==> config.mk <==
export PLATFORM = sky130hd
export DESIGN_NAME = fp_add_exp_pack
export DESIGN_NICKNAME = d
export VERILOG_FILES = /design/src/rtl/fp_add_exp_pack.sv
export SDC_FILE = /design/constraint.sdc
export NUM_CORES = 1
export LEC_CHECK = 0
export BUFFER_PORTS_ARGS = -buffer_cell sky130_fd_sc_hd__buf_2
export CAP_MARGIN = 10
export CELL_PAD_IN_SITES_DETAIL_PLACEMENT = 2
export CELL_PAD_IN_SITES_GLOBAL_PLACEMENT = 2
export CORE_AREA = 4 4 83 85
export CTS_CLUSTER_SIZE = 30
export DETAILED_ROUTE_END_ITERATION = 8
export DIE_AREA = 0 0 87 89
export GPL_TIMING_DRIVEN = 0
export PLACE_DENSITY = 0.81
export SYNTH_ARGS = -nofsm -noshare
export SYNTH_HDL_FRONTEND = slang
export SYNTH_SLANG_ARGS = --single-unit
==> constraint.sdc <==
create_clock -name clk -period 4.65 [get_ports clk]
set_input_delay 0.2325 -clock clk [delete_from_list [all_inputs] [get_ports clk]]
set_output_delay 0.2325 -clock clk [all_outputs]
set_load 0.03 [all_outputs]
==> src/rtl/fp_add_exp_pack.sv <==
// Exponent-adjust and pack stage of the 8-bit FP adder: two-stage valid/ready
// pipeline that applies zero/overflow/underflow rules and counts saturation events.
module fp_add_exp_pack #(
  parameter int EXP_W  = 3,
  parameter int MANT_W = 4,
  parameter int CNT_W  = 8
) (
  input  logic                      clk,
  input  logic                      rst,
  input  logic                      in_valid,
  output logic                      in_ready,
  input  logic                      zero,
  input  logic                      sign_res,
  input  logic [MANT_W-1:0]         mant_res,
  input  logic [2:0]                exp_diff_norm,
  input  logic [1:0]                exp_diff_sign,
  input  logic [EXP_W-1:0]          exp_big,
  output logic                      out_valid,
  input  logic                      out_ready,
  output logic [EXP_W+MANT_W:0]     out_res,
  output logic                      out_ovf,
  output logic                      out_unf,
  input  logic                      clr_cnt,
  output logic [CNT_W-1:0]          ovf_cnt,
  output logic [CNT_W-1:0]          unf_cnt
);

  localparam int E_W   = EXP_W + 2;
  localparam int RES_W = 1 + EXP_W + MANT_W;
  localparam logic signed [E_W-1:0] EXP_MAX = E_W'((1 << EXP_W) - 1);

  typedef enum logic [1:0] {
    SHIFT_NONE = 2'b00,
    SHIFT_INC  = 2'b01,
    SHIFT_DEC  = 2'b10,
    SHIFT_RSVD = 2'b11
  } shift_dir_e;

  // Stage 1 state
  logic                    s1_valid_q, s1_valid_d;
  logic                    s1_zero_q,  s1_zero_d;
  logic                    s1_sign_q,  s1_sign_d;
  logic [MANT_W-1:0]       s1_mant_q,  s1_mant_d;
  logic signed [E_W-1:0]   s1_exp_q,   s1_exp_d;

  // Stage 2 state
  logic                    s2_valid_q, s2_valid_d;
  logic [RES_W-1:0]        res_q,      res_d;
  logic                    ovf_q,      ovf_d;
  logic                    unf_q,      unf_d;

  // Event counters
  logic [CNT_W-1:0]        ovf_cnt_q,  ovf_cnt_d;
  logic [CNT_W-1:0]        unf_cnt_q,  unf_cnt_d;

  logic                    s2_load;
  logic                    s1_accept;
  logic                    out_xfer;
  logic signed [E_W-1:0]   exp_base;
  logic signed [E_W-1:0]   exp_norm;
  logic signed [E_W-1:0]   exp_adj;
  logic [RES_W-1:0]        pack_res;
  logic                    pack_ovf;
  logic                    pack_unf;

  // Only out_ready reaches in_ready combinationally; in_valid only feeds flops.
  assign s2_load   = !s2_valid_q || out_ready;
  assign in_ready  = !s1_valid_q || s2_load;
  assign s1_accept = in_valid && in_ready;
  assign out_xfer  = s2_valid_q && out_ready;

  // Operands are widened by two bits so 7+7 and 0-7 stay representable.
  always_comb begin
    exp_base = signed'({2'b00, exp_big});
    exp_norm = signed'({{(E_W-3){1'b0}}, exp_diff_norm});
    case (shift_dir_e'(exp_diff_sign))
      SHIFT_INC: exp_adj = exp_base + exp_norm;
      SHIFT_DEC: exp_adj = exp_base - exp_norm;
      default:   exp_adj = exp_base;
    endcase
  end

  // NOTE: every always_comb output gets a default first so no path leaves it unassigned (no latch).
  always_comb begin
    pack_res = {s1_sign_q, s1_exp_q[EXP_W-1:0], s1_mant_q};
    pack_ovf = 1'b0;
    pack_unf = 1'b0;
    if (s1_zero_q) begin
      pack_res = '0;
    end else if (s1_exp_q > EXP_MAX) begin
      pack_res = {s1_sign_q, {EXP_W{1'b1}}, {MANT_W{1'b1}}};
      pack_ovf = 1'b1;
    end else if (s1_exp_q < 0) begin
      pack_res = '0;
      pack_unf = 1'b1;
    end
  end

  always_comb begin
    s1_valid_d = s1_valid_q;
    s1_zero_d  = s1_zero_q;
    s1_sign_d  = s1_sign_q;
    s1_mant_d  = s1_mant_q;
    s1_exp_d   = s1_exp_q;
    if (s1_accept) begin
      s1_valid_d = 1'b1;
      s1_zero_d  = zero;
      s1_sign_d  = sign_res;
      s1_mant_d  = mant_res;
      s1_exp_d   = exp_adj;
    end else if (s2_load) begin
      s1_valid_d = 1'b0;
    end
  end

  // Result payload only changes when real data moves in, so a stalled output is held.
  always_comb begin
    s2_valid_d = s2_valid_q;
    res_d      = res_q;
    ovf_d      = ovf_q;
    unf_d      = unf_q;
    if (s2_load) begin
      s2_valid_d = s1_valid_q;
      if (s1_valid_q) begin
        res_d = pack_res;
        ovf_d = pack_ovf;
        unf_d = pack_unf;
      end
    end
  end

  // Clear beats a same-cycle increment; increments stop at all-ones.
  always_comb begin
    ovf_cnt_d = ovf_cnt_q;
    unf_cnt_d = unf_cnt_q;
    if (clr_cnt) begin
      ovf_cnt_d = '0;
      unf_cnt_d = '0;
    end else if (out_xfer) begin
      if (ovf_q && (ovf_cnt_q != '1)) ovf_cnt_d = ovf_cnt_q + 1'b1;
      if (unf_q && (unf_cnt_q != '1)) unf_cnt_d = unf_cnt_q + 1'b1;
    end
  end

  // NOTE: sequential state uses non-blocking assignments so all flops update together at the edge.
  always_ff @(posedge clk) begin
    if (rst) begin
      s1_valid_q <= 1'b0;
      s2_valid_q <= 1'b0;
      res_q      <= '0;
      ovf_q      <= 1'b0;
      unf_q      <= 1'b0;
      ovf_cnt_q  <= '0;
      unf_cnt_q  <= '0;
    end else begin
      s1_valid_q <= s1_valid_d;
      s2_valid_q <= s2_valid_d;
      res_q      <= res_d;
      ovf_q      <= ovf_d;
      unf_q      <= unf_d;
      ovf_cnt_q  <= ovf_cnt_d;
      unf_cnt_q  <= unf_cnt_d;
    end
  end

  // NOTE: stage-1 payload is left unreset; it is qualified by s1_valid_q and never observed otherwise.
  always_ff @(posedge clk) begin
    s1_zero_q <= s1_zero_d;
    s1_sign_q <= s1_sign_d;
    s1_mant_q <= s1_mant_d;
    s1_exp_q  <= s1_exp_d;
  end

  assign out_valid = s2_valid_q;
  assign out_res   = res_q;
  assign out_ovf   = ovf_q;
  assign out_unf   = unf_q;
  assign ovf_cnt   = ovf_cnt_q;
  assign unf_cnt   = unf_cnt_q;

endmodule

Word-level counts from Yosys, hierarchy flattened
Cells that the tools add are included.
- input bits: 19
- word-level logic and storage cells: 45
- bits in registers: 39
- output and inout port bits: 28
- equal/unequal tests: 4
- add/sub/neg operators: 4
- reductions and logical operators: 13
- magnitude comparators: 2
- mux-type cells: 11
- operators with widths (cell ; count):
    8-bit two-way mux ; 3
    8-bit by 1-bit adder with 8-bit output (second input constant) ; 2
    8-bit != test (second input constant) ; 2
    5-bit case mux with 2 select lines ; 1
    1-bit two-way mux ; 7
    2-bit AND reduction ; 3
    5-bit by 4-bit > comparator with 1-bit output (second input constant) ; 1
    5-bit by 1-bit < comparator with 1-bit output (second input constant) ; 1
    3-bit by 3-bit adder with 4-bit output ; 1
    1-bit logical AND ; 4
    3-bit by 3-bit subtractor with 4-bit output ; 1
    2-bit by 1-bit == test with 1-bit output (second input constant) ; 1
    2-bit == test (second input constant) ; 1
    1-bit logical NOT ; 2
    1-bit logical OR ; 2
    2-bit nonzero test ; 1
    2-bit OR reduction ; 1

Depth between registers and ports, before layout
Gate-level depths: netlist of run 1.
- word-level depth: 5
- mapped depth: 8
- gate-level depth less buffers: 8

Least setup slack after synthesis of run 1
Ideal clock, no wire load.
- path type: register to register
- start point: register s2_valid_q, in the netlist out_valid
- end point: register s1_exp_q[0] (enable)
- arrival: 1433 ps
- path buffers: 0
- setup time: 293 ps
- stages on the path, launching flop included: 4
- clock period less this slack: 1726 ps
- path slack: 2924 ps
- data required time: 4357 ps
- path through: dfxtp_1 -> nor2b_1 -> nand2_1 -> and2_1
- cells in the longest elaborated chain, start to end: 4
- ends and longest elaborated chain (element ; RTL line ; source):
    from (decl) ; 47 ; logic s2_valid_q, s2_valid_d;
    from (signal assigned) ; 157 ; s2_valid_q <= s2_valid_d;
    1-bit logical NOT ; 67 ; assign s2_load = !s2_valid_q || out_ready;
    1-bit logical OR ; 67 ;
    1-bit logical OR ; 68 ; assign in_ready = !s1_valid_q || s2_load;
    via in_ready ; 11 ; output logic in_ready,
    1-bit logical AND ; 69 ; assign s1_accept = in_valid && in_ready;
    via s1_accept ; 57 ; logic s1_accept;
    to (signal assigned) ; 171 ; s1_exp_q <= s1_exp_d;
    to (decl) ; 44 ; logic signed [E_W-1:0] s1_exp_q, s1_exp_d;
The timed path passes the listed nets, and every way through them passes these cells.
A chain may end at the register's enable or synchronous reset.

Final worst setup path of run 1
- start point: register s2_valid_q, in the netlist out_valid
- end point: register res_q[2], in the netlist out_res[2]
- cells in the longest elaborated chain, start to end: 3
- ends and longest elaborated chain (element ; RTL line ; source):
    1-bit logical NOT ; 67 ;
    1-bit logical OR ; 67 ;
    2-bit AND reduction (no source line) ; n/a ;
    to (signal assigned) ; 158 ; res_q <= res_d;
    to (decl) ; 48 ; logic [RES_W-1:0] res_q, res_d;
No other way between the ends.

==> results of run 1 <==
-- final cells by class --
class                           instances  area, um^2
Inverter                               11        41.3
Multi-Input combinational cell        130         860
Sequential cell                        39         891
Clock inverter                          3        15.0
Clock buffer                            5        68.8
Tap cell                               77        96.3
Buffer                                  5        21.3
Fill cell                             721        3980
Timing Repair Buffer                   46         230
-- cell usage after synthesis (all sizes together), types with 4 or more instances --
master / n / share of area [%]
nand3: 10 / 2.8
nand2: 17 / 3.5
ha: 10 / 6.9
a21oi: 17 / 4.7
nor2: 12 / 2.5
o31ai: 5 / 2.1
inv: 11 / 2.3
o21ai: 13 / 3.8
edfxtp: 11 / 18
a22oi: 4 / 1.7
or4: 6 / 2.5
dfxtp: 28 / 31
o211ai: 4 / 1.7
-- kinds of logic (layout without fill, tap and decap cells) --
group	after synthesis	in the layout	share of synthesized area (%)
adders and majority gates	12	12	9.11
buffers and inverters	16	70	3.45
AOI/OAI and AO/OA	52	52	18.0
xor gates and xnor gates	3	3	1.45
muxes	2	2	1.10
and+or+nand+nor	61	61	17.7
DFF	39	39	49.1
-- layer usage --
layer	share of wire (%)	global-route usage (%)
met5	0	0
met4	2.0	5.24
met3	6.2	3.41
met2	52	24.8
met1	40	14.5
-- through the flow --
stage	cell area, um^2	hold slack [ns]	total power, uW	setup WS [ns]
2_1_floorplan	1810	0.302	409	2.92
3_3_place_gp	2140	0.411	433	2.90
3_5_place_dp	2140	0.412	437	2.85
4_1_cts	2220	0.103	660	2.95
5_1_grt	2220	0.0978	684	2.78
6_report	2220	0.116	647	2.97
-- state kept, by name, summed over array words and instances, names as in the netlist --
register    cells
out_res         8
ovf_cnt         8
unf_cnt         8
s1_exp_q        5
s1_mant_q       4
out_ovf         1
out_unf         1
out_valid       1
s1_sign_q       1
s1_valid_q      1
s1_zero_q       1
-- final timing paths --
kind,slack [ns],end,start
min,0.12,s1_mant_q[3]$_DFFE_PP_,mant_res[3]
max reg2reg,2.97,out_res[2]$_SDFFE_PP0P_,out_valid$_SDFFE_PP0P_
min reg2reg,0.46,out_res[0]$_SDFFE_PP0P_,out_res[0]$_SDFFE_PP0P_
max,2.97,out_res[2]$_SDFFE_PP0P_,out_valid$_SDFFE_PP0P_
-- worst max-delay path, delay by kind of cell (launching register included) --
kind | cells | cell delay, ns
AND/OR/NAND/NOR | 2 | 0.80
AO/OA/AOI/OAI | 2 | 0.47
flip-flops | 1 | 0.34
-- power by group through the flow --
stage | clock, uW | sequential [uW] | combinational, uW
after floorplan | 0 | 378 | 30.8
after global placement | 0 | 374 | 59.1
after detailed placement | 0 | 375 | 62.5
after CTS | 230 | 367 | 62.7
after global routing | 246 | 368 | 70.1
final | 220 | 367 | 60.8
-- cells in the final DEF, fill, tap and decap left out, types with 4 or more instances in the layout --
cell type and n:
dfxtp_1 28, nand2_1 17, clkbuf_8 5, o31ai_1 5
edfxtp_1 11, buf_2 48, o211ai_1 4, a22oi_1 4
nor2_1 12, ha_1 10, or4_1 6, inv_1 11
nand3_1 10, a21oi_1 17, o21ai_0 12
==> reports/qor.yml, run 1 <==
final-hold-violation-count: 0
wl_um: 4950
firstDrtPassIters: 4
grt_antenna_before_repair: 0
p_clk_share_pct: 34.0
cts_resized: 0
pin_count: 47
peakVddDrop_uv: 156
maxSlewViolCount: 0
fmax_mhz: 595
area_growth_pct: 22.6
vias: 1598
num_antenna_cells: 0
drtIter0Drc: 36
clkLatencyLatePin_ns: 0.29
status: "completed"
final_cells: 316
syn_area_um2: 1810
cts_buffers: 5
rsz0062_at_grt: "false"
p_per_area_nw_per_um2: 291
ctsRootBufferMaster: "clkbuf_8"
fin_tns_setup_ns: 0
grt_max_degree: 13
p_sw_uw: 162
layout_min_cycle_time_ns: 1.68
grt_pass1_vias: 1769
via_per_inst: 5.06
wire_per_inst_um: 15.7
synth_cells: 185
cp_slowest_cell: "nor4b_2"
yosys_register_bits: 39
die_w_um: 87
fin_crit_sh_pct: 36.2
place.gp.congestion: 0.845
num_rows: 29
post-place-cells: 308
synth_warnings: 0
fin_skew_ns: 0.00774
critPathMaxFanout: 9
postCtsSetupRepairBufs: 0
hold_depth: 1
dpl.hpwl_um: 3840
cts_hold_buf: 0
post-route-util_pct: 35.8
track_usage_pct: 13.4
drive_gt1_share_pct: 24.7
core_area_um2: 6200
route.detailed.drc: 0
pwr-share-comb_pct: 9.4
die_h_um: 89
hp-class: "in -> reg"
cts_tree: "yes"
clock_path_buffers: 2
clk_pin_slew_worst_paths_ns: 0.07
cts.sinks: 39
port_buffers: 46
syn_area_per_cell_um2: 9.80
slowest_delay_ns: 0.61
sw_frac_of_total_pct: 25.0
worst-endpoint-required_ns: 4.86
endpoint_kind: "register"
synth_cell_type_count: 38
setup_violations: 0
power_frac_seq_pct: 56.6
path_cells: "nor2b_1 -> nor4b_2 -> o21ai_0 -> a21oi_1"
final_nets: 269
maxSlewHeadroom_pct: 53.0
die_area_um2: 7740
cp-start-kind: "register"
synth_fp_nets: 216
ys.flop_type: "dfxtp_1"
htreeDepth: 2
cp.arrival_ns: 1.89
path_class: "reg -> reg"
r2r_cells: 4
antenna_left: 0
worstMarginPinSlew_ns: 0.703
grt-ovfl-total: 0
async_reset_ff_share_pct: 0
initial_core_util_pct: 29.2
drv_cap: 0
intPower_uw: 486
yosysSeqAreaShare_pct: 49.1
grt_pass1_wl_um: 8180
synth-edff-count: 11
leakage_uw: 0.000926
No activity file was read; power rests on OpenSTA's default activity.
==> run 2: changes to the inputs <==
==> constraint.sdc (replaced) <==
create_clock -name clk -period 1.6 [get_ports clk]
set_input_delay 0.08 -clock clk [delete_from_list [all_inputs] [get_ports clk]]
set_output_delay 0.08 -clock clk [all_outputs]
set_load 0.03 [all_outputs]
==> run 2 against run 1 <==
Compared with the run above: final cell count is 2.2% higher; core utilization is 1.9 points higher; clock-buffer cell count is 1 higher; routed wire length is 6.0% higher; sequential power grew to 2.9 times the previous value; via count is 2.2% higher; non-clock buffer count is 7 higher; sequential cell count stayed put; clock power grew to 3.0 times the previous value; largest cell class unchanged; register-to-register slack worse by 2.9 ns.
==> reports/qor.yml, run 2 (synthesis results as in run 1) <==
status: "completed"
fmax_mhz: 661  # +11%
postCtsSetupRepairBufs: 0  # unchanged
cp.arrival_ns: 1.74  # -0.15 ns
die_h_um: 89  # unchanged
grt_pass1_vias: 1797  # +1.6%
initial_core_util_pct: 29.2  # unchanged
route.detailed.drc: 0  # unchanged
fin_tns_setup_ns: 0  # unchanged
track_usage_pct: 14.2  # +0.78 points
finish.instance_area_um2: 2340  # +5.2%
clk_pin_slew_worst_paths_ns: 0.08  # about the same
post-route-util_pct: 37.7  # +1.9 points
fin_crit_sh_pct: 94.5  # +58 points
die_area_um2: 7740  # unchanged
firstDrtPassIters: 2  # -2
core_area_um2: 6200  # unchanged
grt_max_degree: 13  # unchanged
setup_violations: 0  # unchanged
drtIter0Drc: 31  # -14%
grt-ovfl-total: 0  # unchanged
die_w_um: 87  # unchanged
antenna_left: 0  # unchanged
path_class: "reg -> reg"
ctsRootBufferMaster: "clkbuf_8"
peakVddDrop_uv: 296  # +90%
critPathMaxFanout: 10  # +1
fin_skew_ns: 0.00859  # +0.000841 ns
rsz0062_at_grt: "false"
area_growth_pct: 29.0
drive_gt1_share_pct: 30.5  # +5.8 points
cp-start-kind: "register"
maxSlewViolCount: 0  # unchanged
clock_path_buffers: 2  # unchanged
port_buffers: 46  # unchanged
placed_cell_area_um2: 2150  # +0.41%
num_rows: 29  # unchanged
via_per_inst: 5.06  # about the same
place.gp.congestion: 0.777  # -8.1%
leakage_uw: 0.000960  # +3.6%
cts_buffers: 5  # unchanged
worst-endpoint-required_ns: 1.83  # -3.03 ns
drv_cap: 0  # unchanged
final_cell_mix: "buf_2 (48), dfxtp_1 (21), nand2_1 (17), a21oi_1 (16)"
hp-class: "in -> reg"
worstMarginPinSlew_ns: 0.500  # -0.204 ns
vias: 1633  # +2.2%
final-seq-area_um2: 900  # +0.98%
htreeDepth: 2  # unchanged
grt_antenna_before_repair: 0  # unchanged
multi_input_comb_area_um2: 897  # +4.4%
cts_tree: "yes"
wire_per_inst_um: 16.2  # +3.7%
pin_count: 47  # unchanged
num_antenna_cells: 0  # unchanged
cts.sinks: 39  # unchanged
final-hold-violation-count: 0  # unchanged
final_nets: 276  # +2.6%
dpl.hpwl_um: 3820  # -0.45%
layout_min_cycle_time_ns: 1.51  # -0.169 ns
p_per_area_nw_per_um2: 819  # +180%
clkLatencyLatePin_ns: 0.29  # about the same
fillers: 685  # -5.0%
maxSlewHeadroom_pct: 66.6  # +14 points
grt_pass1_wl_um: 8580  # +4.9%
endpoint_kind: "register"
wl_um: 5240  # +6.0%
layout_commonest_cell: "buf_2"
-- run 2: worst paths after layout --
path / startpoint / to / slack [ns] / cells past startpoint
worst max-delay path: ovf_cnt[0]$_SDFFE_PP0P_ / ovf_cnt[7]$_SDFFE_PP0P_ / 0.09 / 5
worst min-delay path: rst / out_res[1]$_SDFFE_PP0P_ / 0.02 / 2
worst max register to register: ovf_cnt[0]$_SDFFE_PP0P_ / ovf_cnt[7]$_SDFFE_PP0P_ / 0.09 / 5
worst min register to register: out_res[6]$_SDFFE_PP0P_ / out_res[6]$_SDFFE_PP0P_ / 0.46 / 2
-- run 2: cell type report --
type	count	area share (%)
multi-input cells	130	38.4
inverters	11	1.77
flip-flops and latches	39	38.5
clock buffers	6	3.10
plain buffers	5	1.02
well taps	77	4.12
repair buffers	53	12.6
clock inverters	2	0.535
-- run 2: timing repair --
item,4_1_cts,5_1_grt
hold buffers,6,0
endpoints found under the setup margin,8,11
cloned,0,1
hold endpoints to repair,6,0
resized for setup,3,10
-- run 2: metal layers --
metal  wire length [um]  global-route usage [%]  up-vias
met5                  0                       0        -
met4                 38                    3.82        0
met3                242                    3.04        4
met2               2890                    28.0       31
met1               2080                    15.0      802
li1                   -                       -      796
-- run 2: power breakdown --
group | leakage (uW) | switching [uW] | internal [uW] | total [uW]
Clock | 0.0000412 | 351 | 305 | 656
Combinational | 0.000580 | 114 | 77.9 | 192
Sequential | 0.000339 | 18.7 | 1050 | 1070
Total | 0.000960 | 484 | 1430 | 1920
-- run 2: per-stage QoR --
stage / hold slack [ns] / setup WS [ns] / cells / power, uW
5_1_grt: 0.0260 / 0.00136 / 323 / 2020
6_report: 0.0158 / 0.0877 / 323 / 1920
4_1_cts: 0.00411 / 0.0132 / 322 / 1950
3_3_place_gp: 0.259 / -0.00655 / 308 / 1260
2_1_floorplan: 0.149 / 0.00693 / 185 / 1190
3_5_place_dp: 0.259 / -0.0867 / 308 / 1270
-- run 2: worst max-delay path, stage by stage, from the launching register on --
cell     delay, ns
dfxtp_2       0.37
ha_2          0.22
nand3_2       0.10
o21ai_4       0.11
or4_1         0.51
a21oi_2       0.14
==> run 3: changes to the inputs <==
--- a/config.mk
+++ b/config.mk
@@ -9,12 +9,12 @@
 export CAP_MARGIN = 10
 export CELL_PAD_IN_SITES_DETAIL_PLACEMENT = 2
 export CELL_PAD_IN_SITES_GLOBAL_PLACEMENT = 2
-export CORE_AREA = 4 4 83 85
+export CORE_AREA = 4 4 82 84
 export CTS_CLUSTER_SIZE = 30
 export DETAILED_ROUTE_END_ITERATION = 8
-export DIE_AREA = 0 0 87 89
+export DIE_AREA = 0 0 86 88
 export GPL_TIMING_DRIVEN = 0
-export PLACE_DENSITY = 0.81
+export PLACE_DENSITY = 0.82
 export SYNTH_ARGS = -nofsm -noshare
 export SYNTH_HDL_FRONTEND = slang
 export SYNTH_SLANG_ARGS = --single-unit
==> run 3 against run 2 <==
Compared with the run above: core utilization grew 2.0 points; register-to-register slack is essentially flat; clock-buffer cell count shrank 1; first-iteration DRC count shrank 42%; sequential power is essentially flat; clock skew shrank 0.0011 ns; power grew 1.3%; die area shrank 2.3%.
==> reports/qor.yml, run 3 (synthesis results as in run 1) <==
leakage_uw: 0.000966  # +0.58%
final-hold-violation-count: 0  # unchanged
reg2reg_from: "ovf_cnt[2]$_SDFFE_PP0P_"
r2r-end: "ovf_cnt[7]$_SDFFE_PP0P_"
worst-endpoint-required_ns: 1.83  # about the same
area_growth_pct: 29.5
firstDrtPassIters: 4  # +2
grt_pass1_vias: 1713  # -4.7%
maxSlewViolCount: 0  # unchanged
num_antenna_cells: 0  # unchanged
die_w_um: 86  # -1.1%
via_per_inst: 5.06  # +0.12%
grt-ovfl-total: 0  # unchanged
whs_endpoint: "out_res[1]$_SDFFE_PP0P_"
clkLatencyLatePin_ns: 0.29  # about the same
final_cells: 323  # unchanged
cts_buffers: 5  # unchanged
initial_core_util_pct: 30.6  # +1.4 points
fin_skew_ns: 0.00748  # -0.00111 ns
pin_count: 47  # unchanged
hold_depth: 2  # unchanged
cts_tree: "yes"
port_buffers: 46  # unchanged
htreeDepth: 2  # unchanged
path_class: "reg -> reg"
critPathMaxFanout: 7  # -3
cp-start-kind: "register"
fmax_mhz: 661  # about the same
vias: 1635  # +0.12%
drv_cap: 0  # unchanged
die_h_um: 88  # -1.1%
dpl.hpwl_um: 3640  # -4.9%
core_area_um2: 5920  # -4.6%
post-place-cells: 306  # -0.65%
r2r_cells: 3  # -2
status: "completed"
track_usage_pct: 13.6  # -0.58 points
cp.arrival_ns: 1.74  # about the same
layout_min_cycle_time_ns: 1.51  # -0.000200 ns
final_nets: 278  # +0.72%
peakVddDrop_uv: 313  # +5.7%
setup_violations: 0  # unchanged
wl_um: 5000  # -4.7%
p_per_area_nw_per_um2: 826  # +0.84%
num_rows: 28  # -3.4%
fillers: 664  # -3.1%
drive_gt1_share_pct: 29.8  # -0.65 points
grt_pass1_wl_um: 8020  # -6.4%
endpoint_kind: "register"
worstMarginPinSlew_ns: 0.510  # +0.0103 ns
drtIter0Drc: 18  # -42%
layout_commonest_cell: "buf_2"
hp-class: "in -> reg"
antenna_left: 0  # unchanged
place.gp.congestion: 0.724  # -6.8%
fin_crit_sh_pct: 94.5  # about the same
route.detailed.drc: 0  # unchanged
ctsRootBufferMaster: "clkbuf_8"
clk_pin_slew_worst_paths_ns: 0.08  # about the same
final_cell_mix: "buf_2 (47), dfxtp_1 (24), nand2_1 (17), a21oi_1 (17)"
cts.sinks: 39  # unchanged
hp-start: "rst"
rrSetupSlack_ns: 0.09  # about the same
holdWs_ns: 0.0172  # +0.00138 ns
grt_antenna_before_repair: 0  # unchanged
die_area_um2: 7570  # -2.3%
clock_path_buffers: 2  # unchanged
grt_max_degree: 14  # +1
wire_per_inst_um: 15.5  # -4.7%
maxSlewHeadroom_pct: 66.0  # -0.55 points
-- run 3: stage by stage --
stage / setup TNS [ns] / power [uW] / instance area, um^2 / utilization (%) / setup slack, ns
2_1_floorplan: 0 / 1190 / 1820 / - / 0.00693
3_3_place_gp: -0.00456 / 1260 / 2150 / 36.2 / -0.00456
3_5_place_dp: -0.234 / 1270 / 2150 / 36.2 / -0.0760
4_1_cts: 0 / 1960 / 2310 / 39.0 / 0.0105
5_1_grt: -0.00460 / 2040 / 2350 / 39.7 / -0.00460
6_report: 0 / 1940 / 2350 / 39.7 / 0.0879
-- run 3: how the worst max path moves through the flow --
stage	depth (start not counted)	endpoint	start
after detailed placement	8	s1_exp_q[2]$_DFFE_PP_	exp_big[0]
final	3	ovf_cnt[7]$_SDFFE_PP0P_	ovf_cnt[2]$_SDFFE_PP0P_
after global placement	4	out_res[2]$_SDFFE_PP0P_	out_valid$_SDFFE_PP0P_
after floorplan	6	unf_cnt[1]$_SDFFE_PP0P_	unf_cnt[1]$_SDFFE_PP0P_
after CTS	6	unf_cnt[1]$_SDFFE_PP0P_	unf_cnt[1]$_SDFFE_PP0P_
after global routing	6	unf_cnt[1]$_SDFFE_PP0P_	unf_cnt[1]$_SDFFE_PP0P_
-- run 3: layout make-up --
cell class                      instances  area [um^2]  share of cell area, %
Multi-Input combinational cell        131          900                   38.3
Sequential cell                        39          896                   38.1
Timing Repair Buffer                   54          305                   13.0
Tap cell                               75         93.8                   4.00
Clock buffer                            5         68.8                   2.93
Inverter                               11         41.3                   1.76
Buffer                                  5         23.8                   1.01
Clock inverter                          3         20.0                  0.852
-- run 3: what timing repair did --
action                                 in CTS  in global routing
endpoints found under the hold margin       6                  0
hold buffers                                6                  0
setup endpoints to repair                   9                 11
pin swaps                                   0                  2
gates cloned                                0                  1
resized for setup                           2                  6
buffers inserted                            0                  2
-- run 3: power by group --
group	switching, uW	total (uW)	leakage [uW]	internal [uW]
sequential	17.9	1070	0.000337	1050
clock	375	679	0.0000402	304
combinational	114	194	0.000588	80.0
total	508	1940	0.000966	1430
-- run 3: critical path, stage by stage, from the launching register on --
cell and delay (ns):
dfxtp_1 0.46, nand4_2 0.26, or4_1 0.57, a21oi_1 0.15
-- run 3: layer usage --
layer | vias up | track usage, % | share of wire, %
li1 | 797 | - | -
met4 | 0 | 4.17 | 1.4
met5 | - | 0 | 0
met3 | 6 | 3.76 | 5.2
met2 | 33 | 26.6 | 53
met1 | 799 | 13.8 | 40
